--- config.mk ---
export PLATFORM = sky130hd
export DESIGN_NAME = chdr_conv_arbiter
export DESIGN_NICKNAME = d
export VERILOG_FILES = /design/src/rtl/chdr_conv_arbiter.sv
export SDC_FILE = /design/constraint.sdc
export NUM_CORES = 1
export LEC_CHECK = 0
export ABC_AREA = 1
export BUFFER_PORTS_ARGS = -buffer_cell sky130_fd_sc_hd__buf_2
export CAP_MARGIN = 20
export CORE_ASPECT_RATIO = 0.6
export CORE_UTILIZATION = 42
export DETAILED_ROUTE_END_ITERATION = 8
export GPL_TIMING_DRIVEN = 0
export PLACE_DENSITY = 0.89
export SYNTH_ARGS = -nofsm -noshare
export SYNTH_HDL_FRONTEND = slang
export SYNTH_SLANG_ARGS = --single-unit
--- constraint.sdc ---
create_clock -name clk -period 2.4 [get_ports clk]
set_clock_uncertainty 0.1 [all_clocks]
set_input_delay 0.24 -clock clk [delete_from_list [all_inputs] [get_ports clk]]
set_output_delay 0.24 -clock clk [all_outputs]
set_load 0.005 [all_outputs]
--- src/rtl/chdr_conv_arbiter.sv ---
// chdr_conv_arbiter
// Packet-granular two-way arbiter that feeds one CHDR stream into the
// 8sc-to-16sc converter. Each grant lasts for at least one whole packet. A
// per-requester quota lets the last-served input keep the grant for several
// back-to-back packets. The data path is a zero-latency mux. Only the grant
// decision is registered, so every packet is preceded by one idle cycle.
module chdr_conv_arbiter #(
    parameter logic [7:0] BASE = 8'h00
) (
    input  logic        clk,
    input  logic        reset_n,

    input  logic        set_stb,
    input  logic [7:0]  set_addr,
    input  logic [31:0] set_data,

    input  logic [63:0] i0_tdata,
    input  logic        i0_tlast,
    input  logic        i0_tvalid,
    output logic        i0_tready,

    input  logic [63:0] i1_tdata,
    input  logic        i1_tlast,
    input  logic        i1_tvalid,
    output logic        i1_tready,

    output logic [63:0] o_tdata,
    output logic        o_tlast,
    output logic        o_tvalid,
    input  logic        o_tready,

    output logic [15:0] pkt_cnt0,
    output logic [15:0] pkt_cnt1,
    output logic        busy
);

    localparam int DATA_W = 64;

    typedef enum logic [1:0] {
        IDLE  = 2'd0,
        PASS0 = 2'd1,
        PASS1 = 2'd2
    } state_t;

    // Quota counter increment, saturating at its maximum.
    function automatic logic [7:0] qcnt_inc(input logic [7:0] c);
        return (c == 8'hFF) ? c : c + 8'd1;
    endfunction

    // Reset synchroniser: asserts immediately, releases two clocks after reset_n rises.
    logic [1:0] rst_sync_q;
    logic [1:0] rst_sync_d;
    logic       rst_n;

    // Shift ones into the synchroniser once reset_n is released.
    always_comb begin
        rst_sync_d = {rst_sync_q[0], 1'b1};
    end

    // Synchroniser flops, cleared directly by the external reset.
    always_ff @(posedge clk or negedge reset_n) begin
        if (!reset_n) rst_sync_q <= 2'b00;
        else          rst_sync_q <= rst_sync_d;
    end

    assign rst_n = rst_sync_q[1];

    state_t      state_q, state_d;
    logic        en0_q, en0_d;
    logic        en1_q, en1_d;
    logic [7:0]  quota_q, quota_d;
    logic [7:0]  qcnt_q, qcnt_d;
    logic        last_q, last_d;
    logic [15:0] pkt_cnt0_q, pkt_cnt0_d;
    logic [15:0] pkt_cnt1_q, pkt_cnt1_d;
    logic        busy_q, busy_d;

    logic [7:0]  quota_eff;
    logic        elig0, elig1, elig_last, elig_other;
    logic        unused_set_bits;

    // Register fields that have no function are tied off here.
    assign unused_set_bits = ^{set_data[31:16], set_data[7:2]};

    // Next-state logic: register writes, grant decision in IDLE, packet end in PASSk.
    always_comb begin
        state_d    = state_q;
        en0_d      = en0_q;
        en1_d      = en1_q;
        quota_d    = quota_q;
        qcnt_d     = qcnt_q;
        last_d     = last_q;
        pkt_cnt0_d = pkt_cnt0_q;
        pkt_cnt1_d = pkt_cnt1_q;

        if (set_stb && (set_addr == BASE)) begin
            en0_d   = set_data[0];
            en1_d   = set_data[1];
            quota_d = set_data[15:8];
        end

        quota_eff  = (quota_q == 8'd0) ? 8'd1 : quota_q;
        elig0      = i0_tvalid & en0_q;
        elig1      = i1_tvalid & en1_q;
        elig_last  = last_q ? elig1 : elig0;
        elig_other = last_q ? elig0 : elig1;

        case (state_q)
            IDLE: begin
                // A zero count in IDLE means the last-served requester has not
                // finished a packet under its grant. That happens only after reset,
                // so it holds no credit to retain, and the round robin starts at 0.
                if (elig_last && (qcnt_q != 8'd0) && (qcnt_q < quota_eff)) begin
                    state_d = last_q ? PASS1 : PASS0;
                end else if (elig_other) begin
                    state_d = last_q ? PASS0 : PASS1;
                    last_d  = ~last_q;
                    qcnt_d  = 8'd0;
                end else if (elig_last) begin
                    state_d = last_q ? PASS1 : PASS0;
                    qcnt_d  = 8'd0;
                end
            end
            PASS0: begin
                if (i0_tvalid && i0_tlast && o_tready) begin
                    state_d    = IDLE;
                    pkt_cnt0_d = pkt_cnt0_q + 16'd1;
                    qcnt_d     = qcnt_inc(qcnt_q);
                end
            end
            PASS1: begin
                if (i1_tvalid && i1_tlast && o_tready) begin
                    state_d    = IDLE;
                    pkt_cnt1_d = pkt_cnt1_q + 16'd1;
                    qcnt_d     = qcnt_inc(qcnt_q);
                end
            end
            default: state_d = IDLE;
        endcase

        busy_d = (state_d != IDLE);
    end

    // FSM and control state; all registered outputs are updated here.
    always_ff @(posedge clk or negedge rst_n) begin
        if (!rst_n) begin
            state_q    <= IDLE;
            en0_q      <= 1'b0;
            en1_q      <= 1'b0;
            quota_q    <= 8'd0;
            qcnt_q     <= 8'd0;
            last_q     <= 1'b1;
            pkt_cnt0_q <= 16'd0;
            pkt_cnt1_q <= 16'd0;
            busy_q     <= 1'b0;
        end else begin
            state_q    <= state_d;
            en0_q      <= en0_d;
            en1_q      <= en1_d;
            quota_q    <= quota_d;
            qcnt_q     <= qcnt_d;
            last_q     <= last_d;
            pkt_cnt0_q <= pkt_cnt0_d;
            pkt_cnt1_q <= pkt_cnt1_d;
            busy_q     <= busy_d;
        end
    end

    // Zero-latency stream mux steered by the registered grant.
    always_comb begin
        o_tdata   = {DATA_W{1'b0}};
        o_tlast   = 1'b0;
        o_tvalid  = 1'b0;
        i0_tready = 1'b0;
        i1_tready = 1'b0;
        case (state_q)
            PASS0: begin
                o_tdata   = i0_tdata;
                o_tlast   = i0_tlast;
                o_tvalid  = i0_tvalid;
                i0_tready = o_tready;
            end
            PASS1: begin
                o_tdata   = i1_tdata;
                o_tlast   = i1_tlast;
                o_tvalid  = i1_tvalid;
                i1_tready = o_tready;
            end
            default: ;
        endcase
    end

    assign pkt_cnt0 = pkt_cnt0_q;
    assign pkt_cnt1 = pkt_cnt1_q;
    assign busy     = busy_q;

endmodule

==> metrics, run 1 <==
sequential share of power 0.310; area leader, netlist dfrtp_1; Clk pwr share 0.199; die area 9706 µm²; synth warn 0; Vias/cell 4.928; Remaining Overflow, GRT 0; Max VDD drop 0.3466 mV; Slew headroom 0.6019; type of origin of the critical path flip-flop; crit-path max cell delay 0.40 ns; CP endpoint kind primary output; routed length per instance between 10 and 15 µm; CTS H-Tree Depth 2; CTS tree built; Hold Path Class flip-flop to asynchronous set/reset pin; Final #Nets 995; minimum clock period around 2.4 ns; Netlist cell types 37; count of final hold-check violations 0; P per Cell Area 675.8 nW/µm²; Slowest-stage cell, CP dfrtp_1; initial antenna violation count 0; prevailing post-synth register cell dfrtp_1; Total Power 3.779 mW; Placer Congestion 0.8620; CP cell instances inv_1, ha_4, clkinvlp_4, clkbuf_4, buf_2, a21oi_1, buf_2; switching power between 1.5 and 2 mW; EDFF count, synth 0; largest cells by area after synthesis dfrtp_1 35%, nand2_1 18%, a21oi_1 9.7%; clk slew on worst S/H paths about 0.070 ns; Post-Synthesis Cells between 500 and 600; Die Width between 100 and 150 µm; combinational power share 0.491; Pint ~2.2 mW; gr usage total 0.2574; Worst R2R End qcnt_q[6]; DRT antenna net count 0; cells on worst reg2reg path 9; Synth top area share 0.3522; arrival time at the worst endpoint slightly above 2 ns; clk sinks 56; Critical Path RT about 2 ns; status finished, final reports clean; row count 26; critical path type flip-flop to primary output; root buffer cell clkbuf_16; Post-Route WL 12740 µm; # Max-Cap Violations 0; crit-path most repeated cell buf_2; Final Max Tran Viols 0; static leakage ~3.1 nW; FF+latch count, synth between 50 and 60; drt pass-1 iters 6; sequential element share of the synthesized area 0.3589; I/O Pins 277; fin crit share 0.9873; initial DRC count around 250; Synth Net Count 729; Clk Latency, worst-skew pair 0.30 ns; DP Wirelength a little over 10000 µm; Tightest Pin Transition 0.5953 ns; n_diodes 0; Post-Syn Area 3907 µm²; R2R Path Start qcnt_q[7]; most frequent cell after synthesis nand2_1; sw frac 0.4172; endpoints failing setup 0; layout cells sized above 1 0.4075; Max Fanout on Critical Path 10; CORE AREA 8751 µm²; Area Growth Syn to Fin 43.13%; Max Clk Rate around 420 MHz; PortBufs 254; vias in the first global route 4197; Via Count 4519; worst reg-to-reg setup slack 0.14 ns; Die Y between 70 and 80 µm; syn_area_per_cell 7.263 µm²; post-synthesis async set-or-reset flop share 1.000; DRC 0; hold slack final 0.06548 ns; RSZ-0062 raised after global routing yes; largest net degree at the start of global routing 43; first-pass GRT wire length roughly 20000 µm; Initial Util 0.4465; total CTS buffers 5; top cells by count, synth 189 x nand2_1, 76 x a21oi_1, 55 x dfrtp_1; clock buffer depth 2
-- area by class of cell --
type / instances / area (µm²)
Timing Repair Buffer: 260 / 1331
Buffer: 24 / 142.6
Clock inverter: 2 / 10.01
Fill cell: 776 / 3158
Clock buffer: 6 / 138.9
Sequential cell: 56 / 1404
Tap cell: 112 / 140.1
Multi-Input combinational cell: 410 / 2243
Inverter: 47 / 182.7
-- cell usage in the layout (no fill, tap or decap), drive strengths merged, types with 2 or more instances in the layout --
master and n:
nor3b 2, clkbuf 19, dfrtp 55, nand3 24, mux2 11, clkinv 2, xnor2 12, xor2 15
o21ai 16, nand3b 3, nand2 191, inv 46, nand4 8, nor4 3, a21oi 76, buf 270
ha 15, nor2 24, nor3 5
-- metrics by stage --
step                      std cells  cell area [µm²]    util  setup TNS, ns  setup WS (ns)
after global placement          904             5319  0.6078         -6.378        -0.2125
final                           917             5593  0.6391              0        0.03052
after CTS                       915             5553  0.6345              0       0.006763
after floorplan                 538             3908       -              0         0.4031
after global routing            917             5593  0.6391        -0.1017       -0.03880
after detailed placement        905             5340  0.6102         -7.162        -0.2307
-- how the worst max path moves through the flow --
stage                     from     endpoint  slack [ns]  cells after the start
floorplan           state_q[0]  o_tdata[29]        0.40                      7
global placement    state_q[0]  o_tdata[24]       -0.21                      8
detailed placement  state_q[0]  o_tdata[24]       -0.23                      8
CTS                 state_q[1]  o_tdata[46]       0.007                      8
global route        state_q[1]  o_tdata[35]       -0.04                      8
finish              state_q[1]  o_tdata[24]        0.03                      7
-- state kept, by name (all words and copies together) (netlist names) --
| signal | count |
|---|---|
| busy | 1 |
| en0_q | 1 |
| en1_q | 1 |
| last_q | 1 |
| pkt_cnt0 | 16 |
| pkt_cnt1 | 16 |
| qcnt_q | 8 |
| quota_q | 8 |
| rst_sync_q | 2 |
| state_q | 2 |
-- kinds of logic (layout without fill, tap and decap cells) --
family | after synthesis | after routing | share of synthesized area
adder cells (fa/ha/maj) | 15 | 15 | 0.04803
AND/OR/NAND/NOR | 262 | 262 | 0.3048
multiplexers | 11 | 11 | 0.03170
other | 1 | 1 | 0.0009597
AO/OA/AOI/OAI | 94 | 94 | 0.1226
flip-flops | 56 | 56 | 0.3590
XOR/XNOR | 27 | 27 | 0.06052
buffers and inverters | 72 | 339 | 0.07236
-- power groups by stage --
stage	combinational [mW]	clock, mW	sequential (mW)
after floorplan	1.05	0	1.17
after global placement	1.64	0	1.20
after detailed placement	1.69	0	1.18
after CTS	1.80	0.762	1.17
after global routing	2.07	0.804	1.19
final	1.86	0.752	1.17
-- timing repair --
item,4_1_cts,5_1_grt
setup endpoints to repair,68,71
hold buffers,1,0
hold endpoints to repair,2,0
gates resized for setup,20,25
setup buffers,2,2
pin swaps,0,0
-- routing by layer --
metal / vias to the layer above / routed length [µm] / GRT usage
met1: 2057 / 5899 / 0.3637
met5: - / 0 / 0
met2: 175 / 5851 / 0.4094
met4: 0 / 186 / 0.05904
met3: 21 / 804 / 0.04536
li1: 2266 / - / -
-- worst max-delay path: cells and delay by family, from the launching register on --
kind	cells	cell delay [ns]
buffers and inverters	5	0.77
flip-flops	1	0.40
adder cells (fa/ha/maj)	1	0.33
AO/OA/AOI/OAI	1	0.22
Note: power is estimated with default switching activity, not from simulation.
==> run 2, diff against run 1 <==
--- a/config.mk
+++ b/config.mk
@@ -9,6 +9,7 @@
 export BUFFER_PORTS_ARGS = -buffer_cell sky130_fd_sc_hd__buf_2
 export CAP_MARGIN = 20
 export CORE_ASPECT_RATIO = 0.6
+export CORE_MARGIN = 1.5
 export CORE_UTILIZATION = 42
 export DETAILED_ROUTE_END_ITERATION = 8
 export GPL_TIMING_DRIVEN = 0
==> metrics, run 2 (synthesis gave the netlist of run 1 again) <==
Die Width 127.5 µm (was 126.5 µm); GR peak layer met2 (unchanged); Vias/cell 4.893 (was 4.928); P per Cell Area 675.7 nW/µm² (was 675.8 nW/µm²); Filler Cell Count 857 (was 776); static leakage 3.064 nW (was 3.062 nW); Critical Path RT 2.06 ns (about the same); final worst slack 0.08089 ns (was 0.03052 ns); met1 Use GR 0.3653 (was 0.3637); Tightest Pin Transition 0.5482 ns (was 0.5953 ns); largest net degree at the start of global routing 39 (was 43); Post-Route WL 13160 µm (was 12740 µm); first-pass GRT wire length 20600 µm (was 20040 µm); Initial Util 0.4300 (was 0.4465); status finished, final reports clean (unchanged); gr usage total 0.2636 (was 0.2574); total CTS buffers 5 (unchanged); DRC 0 (unchanged); CORE AREA 9087 µm² (was 8751 µm²); Placer Congestion 0.8851 (was 0.8620); crit path capture o_tdata[21] (was o_tdata[24]); type of origin of the critical path flip-flop (unchanged); CP cell instances inv_2, ha_4, clkinvlp_4, buf_6, buf_2, a21oi_1, buf_2 (was inv_1, ha_4, clkinvlp_4, clkbuf_4, buf_2, a21oi_1, buf_2); fin crit share 0.9663 (was 0.9873); Finished Cell Area 5640 µm² (was 5593 µm²); Setup Slack @ Placement -0.2494 ns (was -0.2307 ns); Setup crit start state_q[0] (was state_q[1]); minimum clock period 2.319 ns (was 2.369 ns); DP Area 5345 µm² (was 5340 µm²); die area 9910 µm² (was 9706 µm²); clk sinks 56 (unchanged); Hold Path Class input pin to flip-flop (was flip-flop to asynchronous set/reset pin); CTS tree built (unchanged); PortBufs 254 (unchanged); Final #Nets 995 (unchanged); M3 GR Usage 0.05448 (was 0.04536); Worst R2R End qcnt_q[5] (was qcnt_q[6]); vias in the first global route 4211 (was 4197); worst reg-to-reg setup slack 0.20 ns (was 0.14 ns); RSZ-0062 raised after global routing yes (unchanged); endpoints failing setup 0 (unchanged); crit-path max cell delay 0.41 ns (was 0.40 ns); Remaining Overflow, GRT 0 (unchanged); Area Growth Syn to Fin 44.35% (was 43.13%); clock buffer depth 2 (unchanged); most frequent cells in the layout 259 x buf_2, 189 x nand2_1, 69 x a21oi_1 (was 260 x buf_2, 189 x nand2_1, 75 x a21oi_1); Slew headroom 0.6334 (was 0.6019); cells on worst reg2reg path 8 (was 9); Clk Latency, worst-skew pair 0.30 ns (about the same); DP Wirelength 10760 µm (was 10190 µm); Max VDD drop 0.3616 mV (was 0.3466 mV); GRT met2 Usage 0.4330 (was 0.4094); Max Clk Rate 431.2 MHz (was 422.0 MHz); I/O Pins 277 (unchanged); Slowest-stage cell, CP dfrtp_1 (unchanged); most common cell after layout, fill and taps aside buf_2 (unchanged); initial DRC count 210 (was 252); drt pass-1 iters 4 (was 6); routed length per instance 14.28 µm (was 13.90 µm); critical path type flip-flop to primary output (unchanged); arrival time at the worst endpoint 1.98 ns (was 2.03 ns); root buffer cell clkbuf_16 (unchanged); layout cells sized above 1 0.4149 (was 0.4075); initial antenna violation count 1 (was 0); CTS H-Tree Depth 2 (unchanged); Die Y 77.72 µm (was 76.72 µm); count of final hold-check violations 0 (unchanged); R2R Path Start qcnt_q[7] (unchanged); # Max-Cap Violations 0 (unchanged); DRT antenna net count 0 (unchanged); clk slew on worst S/H paths 0.08 ns (was 0.07 ns); hold slack final 0.07356 ns (was 0.06548 ns); crit-path most repeated cell buf_2 (unchanged); Final Max Tran Viols 0 (unchanged); Max Fanout on Critical Path 10 (unchanged); Via Count 4511 (was 4519); CP endpoint kind primary output (unchanged); row count 27 (was 26)
[run 2: changes by cell type in the layout (fill, tap and decap cells not counted)]
cell	change
a21oi_1	-6
a21oi_2	+5
a21oi_4	+1
buf_2	-1
buf_6	+1
clkbuf_2	-2
clkbuf_4	+2
clkbuf_8	-1
clkinv_2	-1
clkinv_4	+1
diode_2	+1
inv_6	+1
[run 2: what timing repair did]
| item | in CTS | in global routing |
|---|---|---|
| hold buffers | 1 | 0 |
| pin swaps | 0 | 1 |
| gates resized for setup | 26 | 26 |
| hold endpoints to repair | 2 | 0 |
| setup buffers | 4 | 1 |
| endpoints found under the setup margin | 68 | 73 |
[run 2: layout make-up]
type	instances	area (µm²)	area share
multi-input combinational	410	2273	0.4031
sequential	56	1404	0.2489
timing repair buffer	261	1339	0.2374
inverter	47	182.7	0.03239
buffer	23	146.4	0.02595
tap	116	145.1	0.02573
clock buffer	5	125.1	0.02218
clock inverter	3	22.52	0.003993
antenna	1	2.502	0.0004437
[run 2: critical path: cells and delay by family, from the launching register on]
family	cells	cell delay, ns
adders and majority gates	1	0.33
buffers and inverters	5	0.73
AOI/OAI and AO/OA	1	0.20
DFF	1	0.41
[run 2: how the worst min path moves through the flow]
stage | startpoint | end | slack, ns | cells after the start
5_1_grt | set_data[10] | quota_q[2] | 0.07 | 2
6_report | set_data[8] | quota_q[0] | 0.07 | 2
2_1_floorplan | reset_n | rst_sync_q[0] | -0.16 | 0
3_3_place_gp | reset_n | rst_sync_q[1] | -0.07 | 1
3_5_place_dp | reset_n | rst_sync_q[0] | -0.07 | 1
4_1_cts | set_data[14] | quota_q[6] | 0.07 | 2
[run 2: per-layer routing]
metal	part of all wire	up-vias
li1	-	2267
met1	0.45	2057
met2	0.47	180
met3	0.069	7
met4	0.0091	0
met5	0	-
[run 2: power by group]
group,total [mW],leakage (nW),internal [mW],switching [mW]
Combinational,1.90,2.25,0.763,1.14
Sequential,1.16,0.740,1.05,0.119
Clock,0.745,0.0742,0.392,0.353
Total,3.81,3.06,2.20,1.61
[run 2: per-stage QoR]
step	power, mW	cells	utilization	setup TNS, ns
global route	4.147	922	0.6207	-0.02278
global placement	2.841	908	0.5858	-8.800
CTS	3.765	921	0.6153	0
floorplan	2.221	538	-	0
detailed placement	2.886	909	0.5882	-6.793
finish	3.811	922	0.6207	0
